**config.mk**
```make
export PLATFORM = sky130hd
export DESIGN_NAME = pll_seq_ctrl
export DESIGN_NICKNAME = d
export VERILOG_FILES = /design/src/rtl/pll_ctrl_pkg.sv /design/src/rtl/pll_lock_filter.sv /design/src/rtl/pll_seq_ctrl.sv
export SDC_FILE = /design/constraint.sdc
export NUM_CORES = 1
export LEC_CHECK = 0
export CELL_PAD_IN_SITES_DETAIL_PLACEMENT = 1
export CELL_PAD_IN_SITES_GLOBAL_PLACEMENT = 2
export CORE_UTILIZATION = 36
export CTS_CLUSTER_SIZE = 16
export DETAILED_ROUTE_END_ITERATION = 7
export PLACE_DENSITY = 0.77
export RECOVER_POWER = 25
export SLEW_MARGIN = 40
export SYNTH_ARGS = -nofsm -noshare
export SYNTH_HDL_FRONTEND = slang
export SYNTH_SLANG_ARGS = --single-unit
```
**constraint.sdc**
```tcl
create_clock -name rclk -period 2.8 [get_ports rclk]
set_input_delay 0.42 -clock rclk [delete_from_list [all_inputs] [get_ports rclk]]
set_output_delay 0.42 -clock rclk [all_outputs]
set_load 0.01 [all_outputs]
```
**src/rtl/pll_ctrl_pkg.sv**
```systemverilog
// Shared types and constants for the PLL sequencer: state encoding, divider width/reset value
// and the saturating timer increment.
package pll_ctrl_pkg;

    localparam int FBDIV_W = 8;
    localparam logic [FBDIV_W-1:0] FBDIV_RESET = 8'd1;
    localparam int TIMER_W = 13;

    localparam logic [2:0] ST_IDLE   = 3'd0;
    localparam logic [2:0] ST_OFF    = 3'd1;
    localparam logic [2:0] ST_ACQ    = 3'd2;
    localparam logic [2:0] ST_LOCKED = 3'd3;
    localparam logic [2:0] ST_RETRY  = 3'd4;
    localparam logic [2:0] ST_FAIL   = 3'd5;

    typedef enum logic [2:0] {
        IDLE   = ST_IDLE,
        OFF    = ST_OFF,
        ACQ    = ST_ACQ,
        LOCKED = ST_LOCKED,
        RETRY  = ST_RETRY,
        FAIL   = ST_FAIL
    } state_e;

    function automatic logic [TIMER_W-1:0] timer_inc(input logic [TIMER_W-1:0] t);
        return (t == '1) ? t : t + TIMER_W'(1);
    endfunction

endpackage

```
**src/rtl/pll_lock_filter.sv**
```systemverilog
// Brings the raw PLL LOCK into the rclk domain and debounces it: lock_q only follows the
// synchronised level after LOCK_FILTER consecutive agreeing samples.
module pll_lock_filter #(
    parameter int LOCK_FILTER = 8
) (
    input  logic rclk,
    input  logic rst_n,
    input  logic lock_raw,
    output logic lock_q
);

    localparam int CW = $clog2(LOCK_FILTER) + 1;

    logic [1:0]    sync;
    logic [CW-1:0] cnt;

    always_ff @(posedge rclk or negedge rst_n) begin
        if (!rst_n) begin
            sync   <= 2'b00;
            cnt    <= '0;
            lock_q <= 1'b0;
        end else begin
            sync <= {sync[0], lock_raw};
            // Any sample that agrees with the current output restarts the run.
            if (sync[1] == lock_q) begin
                cnt <= '0;
            end else if (cnt == CW'(LOCK_FILTER - 1)) begin
                lock_q <= sync[1];
                cnt    <= '0;
            end else begin
                cnt <= cnt + CW'(1);
            end
        end
    end

endmodule

```
**src/rtl/pll_seq_ctrl.sv**
```systemverilog
// PLL sequencer: programs FBDIV with EN low, enables the PLL, qualifies lock and retries a
// bounded number of times before reporting a sticky failure.
module pll_seq_ctrl
    import pll_ctrl_pkg::*;
#(
    parameter int OFF_CYCLES   = 8,
    parameter int LOCK_TIMEOUT = 4096,
    parameter int LOCK_FILTER  = 8,
    parameter int MAX_RETRIES  = 3
) (
    input  logic               rclk,
    input  logic               rst_n,
    input  logic               cfg_valid,
    input  logic [FBDIV_W-1:0] cfg_fbdiv,
    output logic               cfg_ready,
    input  logic               stop,
    input  logic               pll_lock,
    output logic               pll_en,
    output logic [FBDIV_W-1:0] pll_fbdiv,
    output logic               locked,
    output logic               fail,
    output logic [1:0]         retry_cnt,
    output logic [2:0]         dbg_state
);

    localparam logic [TIMER_W-1:0] OFF_LAST     = TIMER_W'(OFF_CYCLES - 1);
    localparam logic [TIMER_W-1:0] TIMEOUT_LAST = TIMER_W'(LOCK_TIMEOUT - 1);
    // A lock_q left over from before EN rose needs this long to flush out of the filter.
    localparam logic [TIMER_W-1:0] LOCK_SETTLE  = TIMER_W'(LOCK_FILTER + 2);
    localparam logic [1:0]         RETRY_MAX    = 2'(MAX_RETRIES);

    logic [1:0]         rst_sync;
    logic               rst_int_n;
    logic               lock_q;
    logic               accept;
    state_e             state_q, state_d;
    logic [TIMER_W-1:0] timer_q, timer_d;
    logic [1:0]         retry_d;
    logic               fail_d;
    logic [FBDIV_W-1:0] fbdiv_q, fbdiv_d;

    // Handshake: a request is taken on any rclk edge where cfg_valid and cfg_ready are both high;
    // cfg_ready depends only on state and stop, never on cfg_valid.
    assign cfg_ready = rst_int_n && !stop &&
                       (state_q == IDLE || state_q == LOCKED || state_q == FAIL);
    assign accept    = cfg_valid && cfg_ready;
    assign dbg_state = state_q;

    always_ff @(posedge rclk or negedge rst_n) begin
        if (!rst_n) begin
            rst_sync <= 2'b00;
        end else begin
            rst_sync <= {rst_sync[0], 1'b1};
        end
    end

    assign rst_int_n = rst_sync[1];

    pll_lock_filter #(
        .LOCK_FILTER (LOCK_FILTER)
    ) u_lock_filter (
        .rclk     (rclk),
        .rst_n    (rst_int_n),
        .lock_raw (pll_lock),
        .lock_q   (lock_q)
    );

    always_comb begin
        state_d = state_q;
        retry_d = retry_cnt;
        fail_d  = fail;
        fbdiv_d = fbdiv_q;
        if (accept) begin
            retry_d = '0;
            if (cfg_fbdiv == '0) begin
                fail_d  = 1'b1;
                state_d = FAIL;
            end else begin
                fail_d  = 1'b0;
                fbdiv_d = cfg_fbdiv;
                state_d = OFF;
            end
        end else begin
            case (state_q)
                OFF: begin
                    if (timer_q >= OFF_LAST) state_d = ACQ;
                end
                ACQ: begin
                    if (lock_q && timer_q >= LOCK_SETTLE) state_d = LOCKED;
                    else if (timer_q >= TIMEOUT_LAST)     state_d = RETRY;
                end
                LOCKED: begin
                    if (!lock_q) state_d = RETRY;
                end
                RETRY: begin
                    if (retry_cnt >= RETRY_MAX) begin
                        fail_d  = 1'b1;
                        state_d = FAIL;
                    end else begin
                        retry_d = retry_cnt + 2'd1;
                        state_d = OFF;
                    end
                end
                default: ;
            endcase
        end
        if (stop) state_d = IDLE;
        timer_d = (state_d != state_q) ? '0 : timer_inc(timer_q);
    end

    // Outputs are registered from the next state so EN and locked change on the entry edge.
    always_ff @(posedge rclk or negedge rst_int_n) begin
        if (!rst_int_n) begin
            state_q   <= IDLE;
            timer_q   <= '0;
            retry_cnt <= '0;
            fail      <= 1'b0;
            fbdiv_q   <= FBDIV_RESET;
            pll_fbdiv <= FBDIV_RESET;
            pll_en    <= 1'b0;
            locked    <= 1'b0;
        end else begin
            state_q   <= state_d;
            timer_q   <= timer_d;
            retry_cnt <= retry_d;
            fail      <= fail_d;
            fbdiv_q   <= fbdiv_d;
            pll_en    <= (state_d == ACQ) || (state_d == LOCKED);
            locked    <= (state_d == LOCKED);
            // EN is already low for the whole OFF state, so the divider moves only then.
            if (state_q == OFF) pll_fbdiv <= fbdiv_q;
        end
    end

endmodule

```
# After elaboration in Yosys (flattened, before gate mapping)
# Cells that the tools add are included.
dict set report classes {
  eq_ne 13
  muxes 20
  order_cmp 4
  n_addsub 3
  n_reduce_logical 16
  bitwise 2
}
# operator count
set op_table {}
lappend op_table {{$mux W13} 2}
lappend op_table {{$mux W3} 8}
lappend op_table {{$add A13 B1 Y13 const B} 1}
lappend op_table {{$eq A13 B13 Y1 const B} 1}
lappend op_table {{$ge A13 B12 Y1 const B} 1}
lappend op_table {{$ge A13 B3 Y1 const B} 1}
lappend op_table {{$ge A13 B4 Y1 const B} 1}
lappend op_table {{$eq A3 B2 Y1 const B} 4}
lappend op_table {{$pmux W3 S4} 1}
lappend op_table {{$logic_not A8 Y1} 1}
lappend op_table {{$mux W4} 2}
lappend op_table {{$reduce_and A2 Y1} 4}
lappend op_table {{$eq A3 B3 Y1 const B} 2}
lappend op_table {{$mux W2} 3}
lappend op_table {{$add A4 B1 Y4 const B} 1}
lappend op_table {{$eq A4 B3 Y1 const B} 1}
lappend op_table {{$logic_and A1 B1 Y1} 4}
lappend op_table {{$mux W1} 4}
lappend op_table {{$ne A2 B2 Y1 const B} 2}
lappend op_table {{$reduce_bool A2 Y1} 2}
lappend op_table {{$eq A3 B1 Y1 const B} 1}
lappend op_table {{$logic_not A3 Y1} 1}
lappend op_table {{$logic_or A1 B1 Y1} 3}
lappend op_table {{$ne A3 B3 Y1} 1}
lappend op_table {{5 further kinds} 6}
dict set report totals {
  in_bits 13
  output_inout_bits 17
  reg_bits 46
}

# Logic depth before layout (Yosys ltp)
# Gate-level depths: netlist of run 1.
dict set report depth {
  depth_word 9
  mapped_depth 9
  mapped_depth_nobuf 8
}

# By module
# From an unflattened synthesis of run 1, not the netlist that was laid out.
dict set report hier_totals {
  hier_cells 211
  area_unflattened_um2 2386.0
}
# mod seq_area_each_um2 area_each_um2 instances cells_per_inst
set modules_own_cells {}
lappend modules_own_cells {pll_seq_ctrl 978.4 2100.8 1 192}
lappend modules_own_cells {pll_lock_filter 175.2 285.3 1 19}

# Worst setup path after synthesis of run 1
# No wires, ideal clock.
dict set report synth_path {
  path_type {reg2reg}
  startpoint {register rst_sync[1]}
  endpoint {register timer_q[0]}
  required_time_ns 2.677
  path_stages_with_launch 8
  setup_ns 0.123
  path_buffers 2
  setup_slack_ns -0.020
  arrival_ns 2.697
  period_less_slack_ns 2.820
  path_cell_list {dfrtp_1 -> and2b_2 -> and3_4 -> buf_6 -> nor3_1 -> nor3b_1 -> buf_4 -> nor3_2}
}
dict set report synth_between {
  elab_chain_len 7
  elab_cells_between_ends 8
  classes_between {eq/ne (2); mux (3); reduce/logical (3)}
}
# element line
set synth_rtl {}
lappend synth_rtl {{from (decl)} pll_seq_ctrl.sv:32} ;# logic [1:0] rst_sync;
lappend synth_rtl {{from (signal assigned)} pll_seq_ctrl.sv:53} ;# rst_sync <= {rst_sync[0], 1'b1};
lappend synth_rtl {{$logic_and A1 B1 Y1 * (2 in series)} pll_seq_ctrl.sv:44} ;# assign cfg_ready = rst_int_n && !stop &&
lappend synth_rtl {{$logic_and A1 B1 Y1 *} pll_seq_ctrl.sv:46} ;# assign accept = cfg_valid && cfg_ready;
lappend synth_rtl {{$mux W3 *} pll_seq_ctrl.sv:73} ;# if (accept) begin
lappend synth_rtl {{$mux W3 *} pll_seq_ctrl.sv:107} ;# if (stop) state_d = IDLE;
lappend synth_rtl {{$ne A3 B3 Y1 *} pll_seq_ctrl.sv:108} ;# timer_d = (state_d != state_q) ? '0 : timer_inc(timer_q);
lappend synth_rtl {{$ne A2 B2 Y1 (no line) / $mux W13 (equally long branches)} --}
lappend synth_rtl {{to (signal assigned)} pll_seq_ctrl.sv:124} ;# timer_q <= timer_d;
lappend synth_rtl {{to (decl)} pll_seq_ctrl.sv:37} ;# logic [TIMER_W-1:0] timer_q, timer_d;
# Every way passes the cells marked *; elsewhere a longest branch is shown, timed or not.
# A chain may end at the register's enable or synchronous reset.

# Worst setup path in the final report of run 1
dict set report layout_path {
  startpoint {register timer_q[1]}
  endpoint {register timer_q[8]}
}
dict set report layout_between {
  elab_chain_len 8
  elab_cells_between_ends 16
  classes_between {add/sub (1); order compare (3); eq/ne (3); mux (8); reduce/logical (1)}
}
# element line
set layout_rtl {}
lappend layout_rtl {{$ge A13 B12 Y1 / $ge A13 B4 Y1 (equally long branches)} {pll_seq_ctrl.sv:90, pll_seq_ctrl.sv:89}}
lappend layout_rtl {{$mux W3 / $logic_and A1 B1 Y1 (equally long branches)} {pll_seq_ctrl.sv:90, pll_seq_ctrl.sv:89}}
lappend layout_rtl {{$mux W3} pll_seq_ctrl.sv:89} ;# if (lock_q && timer_q >= LOCK_SETTLE) state_d = LOCKED;
lappend layout_rtl {{$pmux W3 S4} pll_seq_ctrl.sv:84} ;# case (state_q)
lappend layout_rtl {{$mux W3} pll_seq_ctrl.sv:73}
lappend layout_rtl {{$mux W3} pll_seq_ctrl.sv:107}
lappend layout_rtl {{$ne A3 B3 Y1} pll_seq_ctrl.sv:108}
lappend layout_rtl {{$ne A2 B2 Y1 (no line) / $mux W13 (equally long branches)} --}
# Parallel ways exist; a longest one is shown, timed or not. The select of a mux whose other input is x is not followed.

==> results of run 1 <==
logic make-up after synthesis:
| kind of cell | after synthesis |
|---|---|
| fa+ha+maj | 4 |
| xor+xnor | 12 |
| mux | 10 |
| simple gates | 104 |
| compound gates | 32 |
| other cells | 1 |
| flops | 46 |
| buf+inv | 11 |
metal layers:
metal / part of all wire / up-vias / track usage
met4: 0.0062 / 0 / 0.04702
met3: 0.038 / 2 / 0.03858
met2: 0.49 / 32 / 0.3048
li1: - / 878 / -
met5: 0 / - / 0
met1: 0.46 / 915 / 0.2535
placed cells by master (no fill, tap or decap), types with 3 or more instances in the layout:
| master | instances |
|---|---|
| clkbuf_8 | 5 |
| nor3_1 | 4 |
| xnor2_1 | 7 |
| nor4_1 | 6 |
| buf_4 | 11 |
| a31oi_1 | 3 |
| and3_1 | 3 |
| xor2_1 | 5 |
| nand2_1 | 35 |
| and4_1 | 4 |
| clkdlybuf4s50_1 | 27 |
| dfrtp_1 | 43 |
| nand3_1 | 6 |
| nor2_1 | 16 |
| ha_1 | 4 |
| nand4_1 | 3 |
| a21oi_1 | 6 |
| mux2_2 | 9 |
| nor3_2 | 12 |
synth_stat cells (2+ instances only):
cell type and instances:
and4_1 4, a21oi_1 6, nand3_1 6, xnor2_1 7, nand2_1 35, a31oi_1 3, clkbuf_1 2, dfrtp_1 44
and3_1 3, a41oi_1 2, and2b_2 2, buf_6 3, nor3_1 4, nand4_1 3, ha_1 4, a21o_1 2
inv_1 2, nor3_2 12, mux2_2 9, a211oi_1 2, and2_1 2, dfstp_2 2, xor2_1 5, nor4_1 6
nor2_1 16, nor2b_1 2
path summary, 6_finish.rpt:
path / endpoint / slack [ns] / depth (start not counted)
min in group rclk: rst_sync[1] / 0.36 / 0
setup / recovery: timer_q[8] / 0.17 / 10
setup reg to reg: timer_q[8] / 0.17 / 10
hold reg to reg: rst_sync[1] / 0.36 / 0
hold / removal: rst_sync[0] / 0.33 / 1
max in group asynchronous: retry_cnt[0] / 1.53 / 1
through the flow:
stage / std cells / area [um^2] / worst slack (ns)
5_1_grt: 339 / 2959 / 0.04380
3_5_place_dp: 331 / 2865 / 0.1519
2_1_floorplan: 220 / 2425 / 0.4377
6_report: 339 / 2959 / 0.1662
4_1_cts: 339 / 2962 / 0.1903
3_3_place_gp: 331 / 2859 / 0.04695
power by group:
part,internal [mW],leakage (nW),switching [mW]
clock network,0.186,0.0467,0.262
logic,0.455,0.670,0.417
registers,0.842,0.592,0.136
state kept, by name, summed over array words and instances, names as in the netlist, 2 cells and up:
signal / cells
fbdiv_q: 8
rst_sync: 2
dbg_state: 3
pll_fbdiv: 8
u_lock_filter.sync: 2
retry_cnt: 2
u_lock_filter.cnt: 4
timer_q: 13
cell type report:
class | instances | area (um^2) | share of cell area
clock inverter | 3 | 27.53 | 0.009302
multi-input combinational | 163 | 1197 | 0.4047
sequential | 46 | 1155 | 0.3903
inverter | 3 | 16.27 | 0.005497
clock buffer | 5 | 68.82 | 0.02326
tap | 77 | 96.34 | 0.03256
timing repair buffer | 42 | 397.9 | 0.1345
worst register-to-register path, cell delays in order (launching register included):
cell and delay (ns):
dfrtp_1 0.45, ha_1 0.22, buf_4 0.16, a21o_1 0.16
a41oi_1 0.24, a211oi_1 0.10, buf_4 0.17, a2111oi_4 0.39
o32ai_4 0.17, buf_12 0.18, nor4_1 0.29
==> impl_metrics.env, run 1 <==
export IMPL_numCtsBuffers=5
export IMPL_path_class="reg -> reg"
export IMPL_synth_avg_cell_area_um2=11.02
export IMPL_nNetsFinal=278
export IMPL_avgRoutedWirePerCell_um=17.11
export IMPL_antennaDiodeCount=0
export IMPL_cts_resized=0
export IMPL_hold_buffers=0
export IMPL_postLayoutCoreUtil=0.4607
export IMPL_maxSlewViolCount=0
export IMPL_cpMostUsedCell="buf_4"
export IMPL_hold_violations=0
export IMPL_fin_crit_ns=2.634
export IMPL_p_total_mw=2.297
export IMPL_drtIter0Drc=47
export IMPL_synth_area_um2=2424
export IMPL_slowest_stage="dfrtp_1"
export IMPL_die_x_um=84.05
export IMPL_hpwl_um=4202
export IMPL_required_ns=3.00
export IMPL_num_vias=1827
export IMPL_htree_levels=2
export IMPL_grt_usage=0.1869
export IMPL_critPathLaunch="timer_q[1]"
export IMPL_holdWs_ns=0.3323
export IMPL_synthSimpleGateAreaFrac=0.2571
export IMPL_synth_area_top_cells="dfrtp_1, nand2_1, nor3_2"
export IMPL_grt_pass1_wl_um=10370
export IMPL_pin_count=30
export IMPL_crit_family="compound AO/OA/AOI/OAI gates"
export IMPL_synthArstFlopShare=1.000
export IMPL_grt_max_degree=45
export IMPL_leakagePower_nw=1.309
export IMPL_synth_xor_area_frac=0.04337
export IMPL_rows=29
export IMPL_maxCapViolCount=0
export IMPL_gp_congestion=0.7565
export IMPL_fin_skew_ns=0.007367
export IMPL_vias_per_cell=5.389
export IMPL_dr_pass1_iters=4
export IMPL_path_buf_inv=3
export IMPL_r2r_start="timer_q[1]"
export IMPL_fmax_mhz=379.7
export IMPL_peakVddDrop_uv=376.7
export IMPL_finalSetupViolations=0
export IMPL_die_y_um=84.05
export IMPL_worstPathMaxFanout=13
export IMPL_hold_path_class="in -> async"
export IMPL_power_density_nw_per_um2=776.1
export IMPL_synth_top_family_by_area="simple AND/OR/NAND/NOR gates"
export IMPL_status="finished clean"
export IMPL_antenna_found_initial=0
export IMPL_cp_end_kind="flop"
export IMPL_path_cells="ha_1, buf_4, a21o_1, a41oi_1, a211oi_1, buf_4, a2111oi_4, o32ai_4, buf_12, nor4_1"
export IMPL_cts_clk_slew_worst_paths_ns=0.10
export IMPL_synthAdderAreaFrac=0.02065
export IMPL_wl_um=5799
export IMPL_cts_setup_buffers=0
export IMPL_synth_area_leader_cell="dfrtp_1"
export IMPL_clk_latency_ns=0.31
export IMPL_fillers=729
export IMPL_clockRootBuffer="clkbuf_8"
export IMPL_ys_types=58
export IMPL_tns_ns=0
export IMPL_worstSetupStartpointType="flop"
export IMPL_synth_nets=237
export IMPL_tightest_slew_ns=1.121
export IMPL_synth_seq_area_share=0.4760
export IMPL_synth_top_cell_area_share=0.4543
export IMPL_grt_setup_unrepaired="no"
export IMPL_area_growth_syn_to_layout_pct=22.10
export IMPL_synth_main_ff_cell="dfrtp_1"
export IMPL_crit_path_max_incr_delay_ns=0.45
export IMPL_grt_pass1_vias=2008
export IMPL_period_share=0.9406
export IMPL_cts_tree="built"
export IMPL_synth_compound_area_frac=0.1208
export IMPL_synth_edff_count=0
export IMPL_layout_drive_gt1_share=0.2328
export IMPL_ys_ff_latch=46
export IMPL_clock_tree_buffer_depth=2
export IMPL_start_util=0.3774
export IMPL_relSlewSlack=0.2526
export IMPL_drtAntennaViolNets=0
export IMPL_portBuffers=29
export IMPL_core_area_um2=6422
export IMPL_muxShareOfSynthArea=0.04595
export IMPL_drc_errors=0
export IMPL_dieArea_um2=7064
export IMPL_synth_cells=220
export IMPL_yosysWarnings=0
export IMPL_cts_sinks=46
export IMPL_grt_ovfl_total=0
export IMPL_cp_arrival_ns=2.84
Note: power is estimated with default switching activity, not from simulation.
==> run 2: changes to the inputs <==
Settings changed: GPL_ROUTABILITY_DRIVEN from default to 0, GPL_TIMING_DRIVEN from default to 0.
==> run 2 against run 1 <==
Sequential share of layout area up 0.60 points; worst setup slack better by 0.0081 ns; largest cell class unchanged; register-to-register slack about the same; clock-buffer cell count up 1; total power down 2.7%; global-route usage down 2.0 points; clock skew up 0.0072 ns; critical path type unchanged; hold slack worse by 0.0026 ns; clock power down 0.9%; fmax up 0.31%; final area down 1.3%.
==> impl_metrics.env, run 2 (synthesized netlist as in run 1, its figures left out) <==
export IMPL_reg2regPathDepth=8
export IMPL_vias_per_cell=5.269
export IMPL_pin_count=30
export IMPL_avgRoutedWirePerCell_um=16.06
export IMPL_maxSlewViolCount=0
export IMPL_grt_max_degree=46
export IMPL_power_density_nw_per_um2=765.3
export IMPL_path_cells="ha_1, a211oi_1, o2111ai_1, o41a_1, nor4b_4, o32ai_4, buf_6, nor3_2"
export IMPL_top_register="timer_q"
export IMPL_start_util=0.3774
export IMPL_htree_levels=2
export IMPL_maxCapViolCount=0
export IMPL_fin_crit_ns=2.626
export IMPL_worstSetupStartpointType="flop"
export IMPL_grt_setup_unrepaired="no"
export IMPL_num_vias=1760
export IMPL_drc_errors=0
export IMPL_rows=29
export IMPL_grt_pass1_wl_um=9259
export IMPL_fin_skew_ns=0.01453
export IMPL_cts_setup_buffers=0
export IMPL_required_ns=2.98
export IMPL_largest_reg_flops=13
export IMPL_layout_commonest_cell="dfrtp_1"
export IMPL_cts_resized=0
export IMPL_final_cell_mix="dfrtp_1, nand2_1, clkdlybuf4s50_1, nor2_1, nor3_2"
export IMPL_worstPathMaxFanout=10
export IMPL_placed_cell_area_um2=2820
export IMPL_hold_violations=0
export IMPL_portBuffers=29
export IMPL_hpwl_um=3771
export IMPL_reg_top3="timer_q: 13 flops, fbdiv_q: 8 flops, pll_fbdiv: 8 flops"
export IMPL_clk_latency_ns=0.31
export IMPL_antenna_found_initial=0
export IMPL_grt_pass1_vias=1856
export IMPL_path_class="reg -> reg"
export IMPL_fmax_mhz=380.9
export IMPL_antennaDiodeCount=0
export IMPL_peakVddDrop_uv=400.0
export IMPL_area_growth_syn_to_layout_pct=20.50
export IMPL_crit_path_max_incr_delay_ns=0.49
export IMPL_clock_tree_buffer_depth=2
export IMPL_cts_sinks=46
export IMPL_grt_usage=0.1673
export IMPL_drtAntennaViolNets=0
export IMPL_nNetsFinal=273
export IMPL_die_x_um=84.05
export IMPL_hold_path_class="reg -> async"
export IMPL_grt_ovfl_total=0
export IMPL_die_y_um=84.05
export IMPL_fillers=716
export IMPL_core_area_um2=6422
export IMPL_layout_drive_gt1_share=0.2101
export IMPL_numCtsBuffers=5
export IMPL_status="finished clean"
export IMPL_cp_end_kind="flop"
export IMPL_design_area_um2=2920
export IMPL_tns_ns=0
export IMPL_tightest_slew_ns=0.5832
export IMPL_cts_clk_slew_worst_paths_ns=0.10
export IMPL_p_total_mw=2.235
export IMPL_relSlewSlack=0.6112
export IMPL_cts_tree="built"
export IMPL_drtIter0Drc=83
export IMPL_leakagePower_nw=1.281
export IMPL_clockRootBuffer="clkbuf_8"
export IMPL_dr_pass1_iters=4
export IMPL_wl_um=5363
export IMPL_period_share=0.9377
export IMPL_cp_arrival_ns=2.81
export IMPL_dieArea_um2=7064
export IMPL_hold_buffers=0
export IMPL_slowest_stage="dfrtp_1"
export IMPL_finalSetupViolations=0
run 2: cell count changes in the layout (fill, tap and decap cells not counted), moves of 2 or more:
| cell | delta |
|---|---|
| buf_4 | -10 |
| clkbuf_8 | +2 |
| clkbuf_1 | +2 |
| buf_6 | +3 |
run 2: power by group:
group	internal (mW)	leakage (nW)	switching, mW	total, mW
sequential	0.842	0.592	0.159	1.00
combinational	0.419	0.641	0.372	0.791
clock	0.199	0.0472	0.244	0.443
run 2: critical path, delay by kind of cell, from the launching register on:
family	cells	cell delay, ns
and+or+nand+nor	2	0.22
buffers and inverters	1	0.23
AOI/OAI and AO/OA	4	1.25
DFF	1	0.49
adders and majority gates	1	0.31
run 2: per-stage QoR:
stage / hold slack (ns) / setup WS, ns / cells / util
finish: 0.3297 / 0.1743 / 334 / 0.4547
global route: 0.3433 / 0.007381 / 334 / 0.4547
CTS: 0.2696 / 0.1451 / 334 / 0.4539
detailed placement: 0.3373 / 0.05675 / 326 / 0.4391
global placement: 0.3393 / -0.06312 / 326 / 0.4378
floorplan: 0.1244 / 0.4377 / 220 / -
run 2: final timing paths:
path | startpoint | slack (ns) | endpoint
max reg2reg | timer_q[1] | 0.17 | timer_q[11]
max | timer_q[1] | 0.17 | timer_q[11]
min | rst_sync[1] | 0.33 | pll_fbdiv[3]
max in group asynchronous | rst_sync[1] | 2.07 | u_lock_filter.cnt[2]
min reg2reg | rst_sync[1] | 0.33 | pll_fbdiv[3]
min in group rclk | u_lock_filter.sync[0] | 0.36 | u_lock_filter.sync[1]
run 2: layout make-up:
cell class | count | area, um^2 | area share
multi-input combinational | 163 | 1197 | 0.4100
sequential | 46 | 1157 | 0.3963
timing repair buffer | 29 | 290.3 | 0.09940
tap | 77 | 96.34 | 0.03299
clock buffer | 6 | 82.58 | 0.02828
buffer | 8 | 67.56 | 0.02314
inverter | 3 | 16.27 | 0.005570
clock inverter | 2 | 12.51 | 0.004284
run 2: routing by layer:
metal  track usage  vias to the layer above  routed length [um]
met2        0.2586                       27                2431
met4       0.05956                        0                  68
li1              -                      864                   -
met5             0                        -                   0
met3       0.03264                        4                 155
met1        0.2333                      865                2707
